==> config.mk <==
export PLATFORM = sky130hd
export DESIGN_NAME = mac_accum_scheduler_flat
export DESIGN_NICKNAME = d
export VERILOG_FILES = /design/src/rtl/mac_accum_scheduler_if.sv /design/src/rtl/mac_accum_scheduler.sv /design/src/flat_wrapper.sv
export SDC_FILE = /design/constraint.sdc
export NUM_CORES = 1
export LEC_CHECK = 0
export BUFFER_PORTS_ARGS = -buffer_cell sky130_fd_sc_hd__buf_2
export CAP_MARGIN = 20
export CORE_UTILIZATION = 66
export CTS_BUF_LIST = sky130_fd_sc_hd__clkbuf_4 sky130_fd_sc_hd__clkbuf_8
export CTS_CLUSTER_SIZE = 16
export DETAILED_ROUTE_END_ITERATION = 8
export GPL_ROUTABILITY_DRIVEN = 0
export PLACE_DENSITY_LB_ADDON = 0.12
export SETUP_SLACK_MARGIN = 0.05
export SLEW_MARGIN = 25
export SYNTH_ARGS = -nofsm -noshare
export SYNTH_HDL_FRONTEND = slang
export SYNTH_SLANG_ARGS = --single-unit
==> constraint.sdc <==
create_clock -name clk -period 5.3 [get_ports clk]
set_clock_uncertainty 0.05 [all_clocks]
set_input_delay 0.795 -clock clk [delete_from_list [all_inputs] [get_ports clk]]
set_output_delay 0.795 -clock clk [all_outputs]
set_load 0.01 [all_outputs]
==> src/rtl/mac_accum_scheduler_if.sv <==
// Handshake bundle between the MAC column scheduler and its neighbours.
//   in_valid/in_ready : operand beat into the adder tree
//   tree_en           : advance enable for every tree pipeline register
//   tree_sum          : signed adder-tree output
//   out_valid/out_ready/out_data : signed accumulated result to writeback
// slave  : the scheduler side
// master : the environment side (operand source, tree, writeback)
interface mac_accum_scheduler_if #(
  parameter int SUM_W = 20,
  parameter int ACC_W = 32
);
  logic             in_valid;
  logic             in_ready;
  logic             tree_en;
  logic [SUM_W-1:0] tree_sum;
  logic             out_valid;
  logic             out_ready;
  logic [ACC_W-1:0] out_data;

  modport slave (
    input  in_valid, tree_sum, out_ready,
    output in_ready, tree_en, out_valid, out_data
  );

  modport master (
    output in_valid, tree_sum, out_ready,
    input  in_ready, tree_en, out_valid, out_data
  );
endinterface

==> src/rtl/mac_accum_scheduler.sv <==
// MAC column scheduler: issues operand beats into the pipelined adder tree,
// tracks in-flight beats with a valid pipe matched to the tree latency,
// accumulates cfg_len tree sums per output and emits cfg_num signed
// (optionally ReLU'd) results per job. Output backpressure freezes the tree.
// Ports:
//   clk, reset_n          : clock, async active-low reset
//   start, cfg_len/num/relu : job launch and configuration (IDLE only)
//   busy, done            : job status, done pulses on return to IDLE
//   bus (slave)           : beat input, tree control/result, result output
module mac_accum_scheduler #(
  parameter int PIPE_DEPTH = 3,
  parameter int SUM_W      = 20,
  parameter int ACC_W      = 32,
  parameter int CNT_W      = 8
) (
  input  logic             clk,
  input  logic             reset_n,
  input  logic             start,
  input  logic [CNT_W-1:0] cfg_len,
  input  logic [CNT_W-1:0] cfg_num,
  input  logic             cfg_relu,
  output logic             busy,
  output logic             done,
  mac_accum_scheduler_if.slave bus
);

  typedef enum logic [1:0] {S_IDLE, S_RUN, S_DRAIN} state_t;

  state_t                 r_state, w_nxt;
  logic [CNT_W-1:0]       r_len, r_num, r_beat, r_out_cnt;
  logic                   r_relu;
  logic [2*CNT_W-1:0]     r_total, r_issued;
  logic [PIPE_DEPTH-1:0]  r_vld_pipe;
  logic [ACC_W-1:0]       r_acc, r_out_data;
  logic                   r_out_valid, r_done;

  logic                   w_stall, w_in_ready, w_start_ok, w_accept;
  logic                   w_fire, w_last;
  logic [ACC_W-1:0]       w_sext, w_acc_nxt, w_res;

  // Backpressure: a held result that is not taken freezes everything.
  assign w_stall = r_out_valid & ~bus.out_ready;

  always_ff @(posedge clk or negedge reset_n) begin
    if (!reset_n) r_state <= S_IDLE;
    else          r_state <= w_nxt;
  end

  always_comb begin
    w_nxt      = r_state;
    w_in_ready = 1'b0;
    w_start_ok = 1'b0;
    case (r_state)
      S_IDLE: begin
        if (start && cfg_len != '0 && cfg_num != '0) begin
          w_start_ok = 1'b1;
          w_nxt      = S_RUN;
        end
      end
      S_RUN: begin
        w_in_ready = ~w_stall & (r_issued < r_total);
        if (w_in_ready && bus.in_valid && r_issued == r_total - 1'b1)
          w_nxt = S_DRAIN;
      end
      S_DRAIN: begin
        // Leave only once the last result is loaded and being (or already) taken.
        if (r_vld_pipe == '0 && (!r_out_valid || bus.out_ready) && r_out_cnt == r_num)
          w_nxt = S_IDLE;
      end
      default: w_nxt = S_IDLE;
    endcase
  end

  assign w_accept  = w_in_ready & bus.in_valid;
  assign w_fire    = r_vld_pipe[PIPE_DEPTH-1] & ~w_stall;
  assign w_last    = (r_beat == r_len - 1'b1);
  assign w_sext    = {{(ACC_W-SUM_W){bus.tree_sum[SUM_W-1]}}, bus.tree_sum};
  assign w_acc_nxt = (r_beat == '0) ? w_sext : r_acc + w_sext;
  assign w_res     = (r_relu && w_acc_nxt[ACC_W-1]) ? '0 : w_acc_nxt;

  always_ff @(posedge clk or negedge reset_n) begin
    if (!reset_n) begin
      r_len       <= '0;
      r_num       <= '0;
      r_relu      <= 1'b0;
      r_total     <= '0;
      r_issued    <= '0;
      r_beat      <= '0;
      r_out_cnt   <= '0;
      r_vld_pipe  <= '0;
      r_acc       <= '0;
      r_out_valid <= 1'b0;
      r_out_data  <= '0;
      r_done      <= 1'b0;
    end else begin
      r_done <= (r_state == S_DRAIN) && (w_nxt == S_IDLE);
      if (w_start_ok) begin
        r_len     <= cfg_len;
        r_num     <= cfg_num;
        r_relu    <= cfg_relu;
        r_total   <= {{CNT_W{1'b0}}, cfg_len} * {{CNT_W{1'b0}}, cfg_num};
        r_issued  <= '0;
        r_beat    <= '0;
        r_out_cnt <= '0;
      end
      // The valid pipe mirrors the tree registers, so it moves only with tree_en.
      if (!w_stall) begin
        for (int i = PIPE_DEPTH-1; i > 0; i--) r_vld_pipe[i] <= r_vld_pipe[i-1];
        r_vld_pipe[0] <= w_accept;
      end
      if (w_accept) r_issued <= r_issued + 1'b1;
      if (w_fire) begin
        r_acc <= w_acc_nxt;
        if (w_last) begin
          r_beat    <= '0;
          r_out_cnt <= r_out_cnt + 1'b1;
        end else begin
          r_beat <= r_beat + 1'b1;
        end
      end
      // A fire implies no stall, so a new load may replace a result being taken.
      if (w_fire && w_last) begin
        r_out_valid <= 1'b1;
        r_out_data  <= w_res;
      end else if (r_out_valid && bus.out_ready) begin
        r_out_valid <= 1'b0;
      end
    end
  end

  assign busy          = (r_state != S_IDLE);
  assign done          = r_done;
  assign bus.in_ready  = w_in_ready;
  // Tree is idle outside a job; gating keeps all outputs 0 in reset.
  assign bus.tree_en   = (r_state != S_IDLE) & ~w_stall;
  assign bus.out_valid = r_out_valid;
  assign bus.out_data  = r_out_data;

endmodule

==> src/flat_wrapper.sv <==
// flat-port wrapper written by rule: the top's interface ports become plain ports
module mac_accum_scheduler_flat 
#(
  parameter int PIPE_DEPTH = 3,
  parameter int SUM_W      = 20,
  parameter int ACC_W      = 32,
  parameter int CNT_W      = 8
)
  (clk, reset_n, start, cfg_len, cfg_num, cfg_relu, busy, done, bus_in_valid, bus_tree_sum, bus_out_ready, bus_in_ready, bus_tree_en, bus_out_valid, bus_out_data);
  mac_accum_scheduler_if #(.SUM_W(SUM_W), .ACC_W(ACC_W)) bus_i ();
  input  logic clk;
  input  logic reset_n;
  input  logic start;
  input  logic [CNT_W-1:0] cfg_len;
  input  logic [CNT_W-1:0] cfg_num;
  input  logic cfg_relu;
  output logic busy;
  output logic done;
  input wire logic [$bits(bus_i.in_valid)-1:0] bus_in_valid;
  input wire logic [$bits(bus_i.tree_sum)-1:0] bus_tree_sum;
  input wire logic [$bits(bus_i.out_ready)-1:0] bus_out_ready;
  output wire logic [$bits(bus_i.in_ready)-1:0] bus_in_ready;
  output wire logic [$bits(bus_i.tree_en)-1:0] bus_tree_en;
  output wire logic [$bits(bus_i.out_valid)-1:0] bus_out_valid;
  output wire logic [$bits(bus_i.out_data)-1:0] bus_out_data;
  assign bus_i.in_valid = bus_in_valid;
  assign bus_i.tree_sum = bus_tree_sum;
  assign bus_i.out_ready = bus_out_ready;
  assign bus_in_ready = bus_i.in_ready;
  assign bus_tree_en = bus_i.tree_en;
  assign bus_out_valid = bus_i.out_valid;
  assign bus_out_data = bus_i.out_data;
  mac_accum_scheduler #(.PIPE_DEPTH(PIPE_DEPTH), .SUM_W(SUM_W), .ACC_W(ACC_W), .CNT_W(CNT_W)) u_core (.clk(clk), .reset_n(reset_n), .start(start), .cfg_len(cfg_len), .cfg_num(cfg_num), .cfg_relu(cfg_relu), .busy(busy), .done(done), .bus(bus_i));
endmodule
# After elaboration in Yosys (flattened, before gate mapping)

Cells that the tools add are included.

Magnitude comparators: 1
Multiply operators: 1
Add/sub/neg operators: 6
Reductions and logical operators: 22
Bitwise logic cells: 7
Mux-type cells: 19
Equality and inequality tests: 5

Operator list:

| kind                    | number |
|---|---|
| $mux W32                | 2 |
| $mux W8                 | 6 |
| $add A32 B32 Y32        | 1 |
| $mux W16                | 2 |
| $add A16 B1 Y16 const B | 1 |
| $add A8 B1 Y8 const B   | 2 |
| $eq A16 B16 Y1          | 1 |
| $eq A8 B8 Y1            | 2 |
| $lt A16 B16 Y1          | 1 |
| $mul A8 B8 Y16          | 1 |
| $reduce_bool A8 Y1      | 2 |
| $sub A16 B1 Y16 const B | 1 |
| $logic_and A1 B1 Y1     | 10 |
| $logic_not A8 Y1        | 1 |
| $reduce_bool A2 Y1      | 4 |
| $sub A8 B1 Y8 const B   | 1 |
| $mux W2                 | 3 |
| $pmux W2 S3             | 1 |
| $and A1 B1 Y1           | 5 |
| $mux W1                 | 5 |
| $logic_not A2 Y1        | 2 |
| $logic_not A3 Y1        | 1 |
| $eq A2 B1 Y1 const B    | 1 |
| $eq A2 B2 Y1 const B    | 1 |
| other kinds (3)         | 4 |

Register bits after elaboration: 136
Logic and storage cells: 74
Input bits: 42
Output and inout bits: 37

# Depth between registers and ports, before layout

Word-level depth: 10
Mapped depth: 20
Gate-level depth less buffers: 19

# Least setup slack after synthesis

No wires, ideal clock.

Kind: input-to-reg
From: in cfg_len[0]
To: reg u_core.r_total[15]
Path slack: 0.314 ns
Cell stages on the path: 17
Setup time: 0.136 ns
Path buffers: 1
Arrival time: 4.800 ns
Required time: 5.114 ns
Cell sequence: clkbuf_1 nand2_1 fa_1 fa_1 inv_1 fa_1 inv_1 fa_1 inv_1 ha_1 a21boi_0 o21ai_0 a21oi_1 a41o_1 o41a_1 xnor2_1 o21ai_0

Longest elaborated chain between the ends: 5
Elaborated cells on any way between the ends: 6
Classes of those cells: mul (1); mux (2); reduce/logical (3)

Ends and longest elaborated chain:

| what                                                                   | line                       | RTL |
|---|---|---|
| from (decl)                                                            | flat_wrapper.sv:14         | `input logic [CNT_W-1:0] cfg_len;` |
| parallel branches: the longest is 5 deep, another holds $mul A8 B8 Y16 | -                          |  |
| to (signal assigned)                                                   | mac_accum_scheduler.sv:101 | `r_total <= {{CNT_W{1'b0}}, cfg_len} * {{CNT_W{1'b0}}, cfg_num};` |
| to (decl)                                                              | mac_accum_scheduler.sv:32  | `logic [2*CNT_W-1:0] r_total, r_issued;` |

Parallel ways; which one is timed is not known.
A chain may end at the register's enable or synchronous reset.

# Final worst setup path

From: in cfg_num[4]
To: reg u_core.r_total[15]

Longest elaborated chain between the ends: 4
Elaborated cells on any way between the ends: 5
Classes of those cells: mul (1); mux (2); reduce/logical (2)

Ends and longest elaborated chain:

| what                                                                   | line               | RTL |
|---|---|---|
| from (decl)                                                            | flat_wrapper.sv:15 | `input logic [CNT_W-1:0] cfg_num;` |
| parallel branches: the longest is 4 deep, another holds $mul A8 B8 Y16 | -                  |  |

Parallel ways; which one is timed is not known.

==> impl_metrics.env <==
export IMPL_outcome="completed"
export IMPL_worst_slew_pin_slew_ps=887
export IMPL_port_buffers=78
export IMPL_grt_use_met3_pct=4.76
export IMPL_die_area_um2=17100
export IMPL_hp_class="in2async"
export IMPL_grt_pass1_vias=8726
export IMPL_placementRows=46
export IMPL_synthXorXnorAreaFrac_pct=5.99
export IMPL_p_per_area_nw_per_um2=543
export IMPL_cts_made_buffers=17
export IMPL_rsz0062_at_grt="false"
export IMPL_synth_main_ff_cell="dfrtp_1"
export IMPL_grt_busiest_layer="met2"
export IMPL_start_kind="primary input"
export IMPL_worstSetupPathType="in2reg"
export IMPL_start_util_pct=68.2
export IMPL_drc=0
export IMPL_setup_violations=0
export IMPL_cts_sinks=136
export IMPL_drtIter0Drc=648
export IMPL_ant_nets=0
export IMPL_vias=9372
export IMPL_fin_crit_ps=4760
export IMPL_setup_tns_ps=0
export IMPL_grt_max_degree=93
export IMPL_synth_top_family_by_area="simple AND/OR/NAND/NOR gates"
export IMPL_globalRouteTotalUtil_pct=30.9
export IMPL_worstPathMaxFanout=10
export IMPL_ys_warn_count=0
export IMPL_clk_pin_slew_worst_paths_ps=80
export IMPL_synth_compound_area_share_pct=17.7
export IMPL_grt_first_pass_wirelength_um=41500
export IMPL_multi_input_area_um2=6970
export IMPL_insertion_delay_ps=460
export IMPL_cts_buffer_depth=2
export IMPL_worstPathArrival_ps=5030
export IMPL_yosysUniqueCellTypes=74
export IMPL_end_kind="flip-flop"
export IMPL_synth_area_um2=11000
export IMPL_synth_cells=1292
export IMPL_synth_adder_area_share_pct=16.9
export IMPL_fin_area_um2=11900
export IMPL_yosysSeqAreaShare_pct=31.1
export IMPL_die_x_um=131
export IMPL_cp_data_required_time_ps=5570
export IMPL_post_cts_buffers=0
export IMPL_routedWlPerCell_um=16.1
export IMPL_coreArea_um2=16100
export IMPL_seqCellArea_um2=3400
export IMPL_avgSynthCellArea_um2=8.48
export IMPL_diodes=0
export IMPL_cts_max_level=4
export IMPL_final_cell_mix="nand2_1, dfrtp_1, o21ai_0"
export IMPL_areaGrowthSynthToFinish_pct=8.69
export IMPL_drv_cap=0
export IMPL_ys_seq_elements=136
export IMPL_synthSimpleGateAreaFrac_pct=21.2
export IMPL_detail_route_first_pass_iterations=7
export IMPL_viasPerCell=5.96
export IMPL_num_fill_cells=1266
export IMPL_synth_edff_count=0
export IMPL_use_met1_pct=43.9
export IMPL_hold_buffers=0
export IMPL_cts_root_buf="clkbuf_8"
export IMPL_cts_tree="built"
export IMPL_slew_limit_headroom_pct=40.3
export IMPL_synth_async_sr_flop_share_pct=100
export IMPL_leakage_nw=5.75
export IMPL_slew_viol_final=0
export IMPL_final_layout_size_suffix_gt1_share_pct=10.8
export IMPL_die_height_um=131
export IMPL_wl_um=25300
export IMPL_use_met2_pct=49.0
export IMPL_synth_mux_area_share_pct=1.69
export IMPL_fin_nets=1512
export IMPL_ctsResizeCount=0
export IMPL_dpl_cell_area_um2=11500
export IMPL_layout_commonest_cell="nand2_1"
export IMPL_synth_nets=1460
export IMPL_dpl_hpwl_um=18400
export IMPL_overflow=0
export IMPL_irDropWorstVdd_uv=390
export IMPL_timing_fmax_mhz=210
export IMPL_antenna_found_initial=0
export IMPL_hold_viol=0
export IMPL_num_io_pins=79
export IMPL_finalCritPeriodShare_pct=89.8
[final timing paths]
| path | cells past startpoint | slack, ps | start | endpoint |
|---|---|---|---|---|
| worst min register to register | 2 | 440 | u_core.r_acc[5]$_DFFE_PN0P_ | u_core.r_acc[5]$_DFFE_PN0P_ |
| worst max-delay path | 18 | 540 | cfg_num[4] | u_core.r_total[15]$_DFFE_PN0P_ |
| worst max register to register | 11 | 1520 | u_core.r_acc[8]$_DFFE_PN0P_ | u_core.bus.out_data[18]$_DFFE_PN0P_ |
| min in group clk | 2 | 440 | u_core.r_acc[5]$_DFFE_PN0P_ | u_core.r_acc[5]$_DFFE_PN0P_ |
| max in group asynchronous | 2 | 3700 | reset_n | u_core.r_out_cnt[7]$_DFF_PN0_ |
| worst min-delay path | 1 | 380 | reset_n | u_core.bus.out_data[16]$_DFFE_PN0P_ |
[final cells by class]
type | instances | area share (%)
clock buffer | 21 | 2.32
sequential | 136 | 28.6
clock inverter | 11 | 1.03
timing repair buffer | 88 | 4.07
tap | 216 | 2.27
multi-input combinational | 999 | 58.5
inverter | 102 | 3.21
[sequential cells by signal, summed over array words and instances (netlist names)]
| name | cells |
|---|---|
| u_core.bus.out_data | 32 |
| u_core.r_state | 2 |
| u_core.r_beat | 8 |
| u_core.r_out_cnt | 8 |
| u_core.r_acc | 32 |
| u_core.r_num | 8 |
| u_core.r_vld_pipe | 3 |
| u_core.bus.out_valid | 1 |
| u_core.done | 1 |
| u_core.r_issued | 16 |
| u_core.r_total | 16 |
| u_core.r_len | 8 |
| u_core.r_relu | 1 |
[synth_stat cells, types with 15 or more instances]
master    number  area, um2
dfrtp_1      136       3400
ha_1          89       1110
a211oi_1      31        233
and2_1        68        425
nand3_1       44        220
inv_1        102        383
nand2_1      168        631
fa_1          37        741
xor2_1        35        307
a21o_1        19        143
a21oi_1       57        285
clkbuf_1      46        173
xnor2_1       40        350
nor2_1        85        319
nor3_1        19       95.1
o21ai_0      107        536
and3_1        15       93.8
[power by group]
| group | switching [mW] | internal [mW] | leakage, nW | total [mW] |
|---|---|---|---|---|
| Clock | 0.426 | 0.453 | 0.207 | 0.879 |
| Combinational | 2.18 | 1.55 | 3.80 | 3.73 |
| Sequential | 0.392 | 1.47 | 1.74 | 1.86 |
[metrics by stage]
| step | hold slack, ps | power, mW | utilization, % | setup slack, ps | instances |
|---|---|---|---|---|---|
| after floorplan | 400 | 4.63 | - | 314 | 1292 |
| after global placement | 417 | 5.39 | 71.6 | 186 | 1540 |
| after detailed placement | 421 | 5.55 | 71.6 | 54.0 | 1540 |
| after CTS | 404 | 6.46 | 74.1 | 536 | 1572 |
| after global routing | 426 | 7.06 | 74.2 | 254 | 1573 |
| final | 380 | 6.47 | 74.2 | 541 | 1573 |
[routing by layer]
metal,vias up,part of all wire (%)
li1,4584,-
met1,4457,47
met2,297,46
met3,34,5.9
met4,0,1.4
met5,-,0
[kinds of logic after synthesis]
kind of cell | Yosys count
buffers and inverters | 157
adders and majority gates | 126
xor gates and xnor gates | 75
muxes | 18
AOI/OAI and AO/OA | 303
DFF | 136
and+or+nand+nor | 477
[worst max-delay path, cell delays in order]
cell and delay [ps]:
buf_2 150, and2_1 190, fa_1 540, inv_1 50, fa_1 480, inv_1 60
fa_1 530, inv_1 50, fa_1 520, inv_1 40, ha_1 310, a21boi_0 140
o21ai_0 230, a21oi_1 120, a41o_1 270, o41a_1 320, xnor2_1 150, o21ai_0 80
Note: power is estimated with default switching activity, not from simulation.
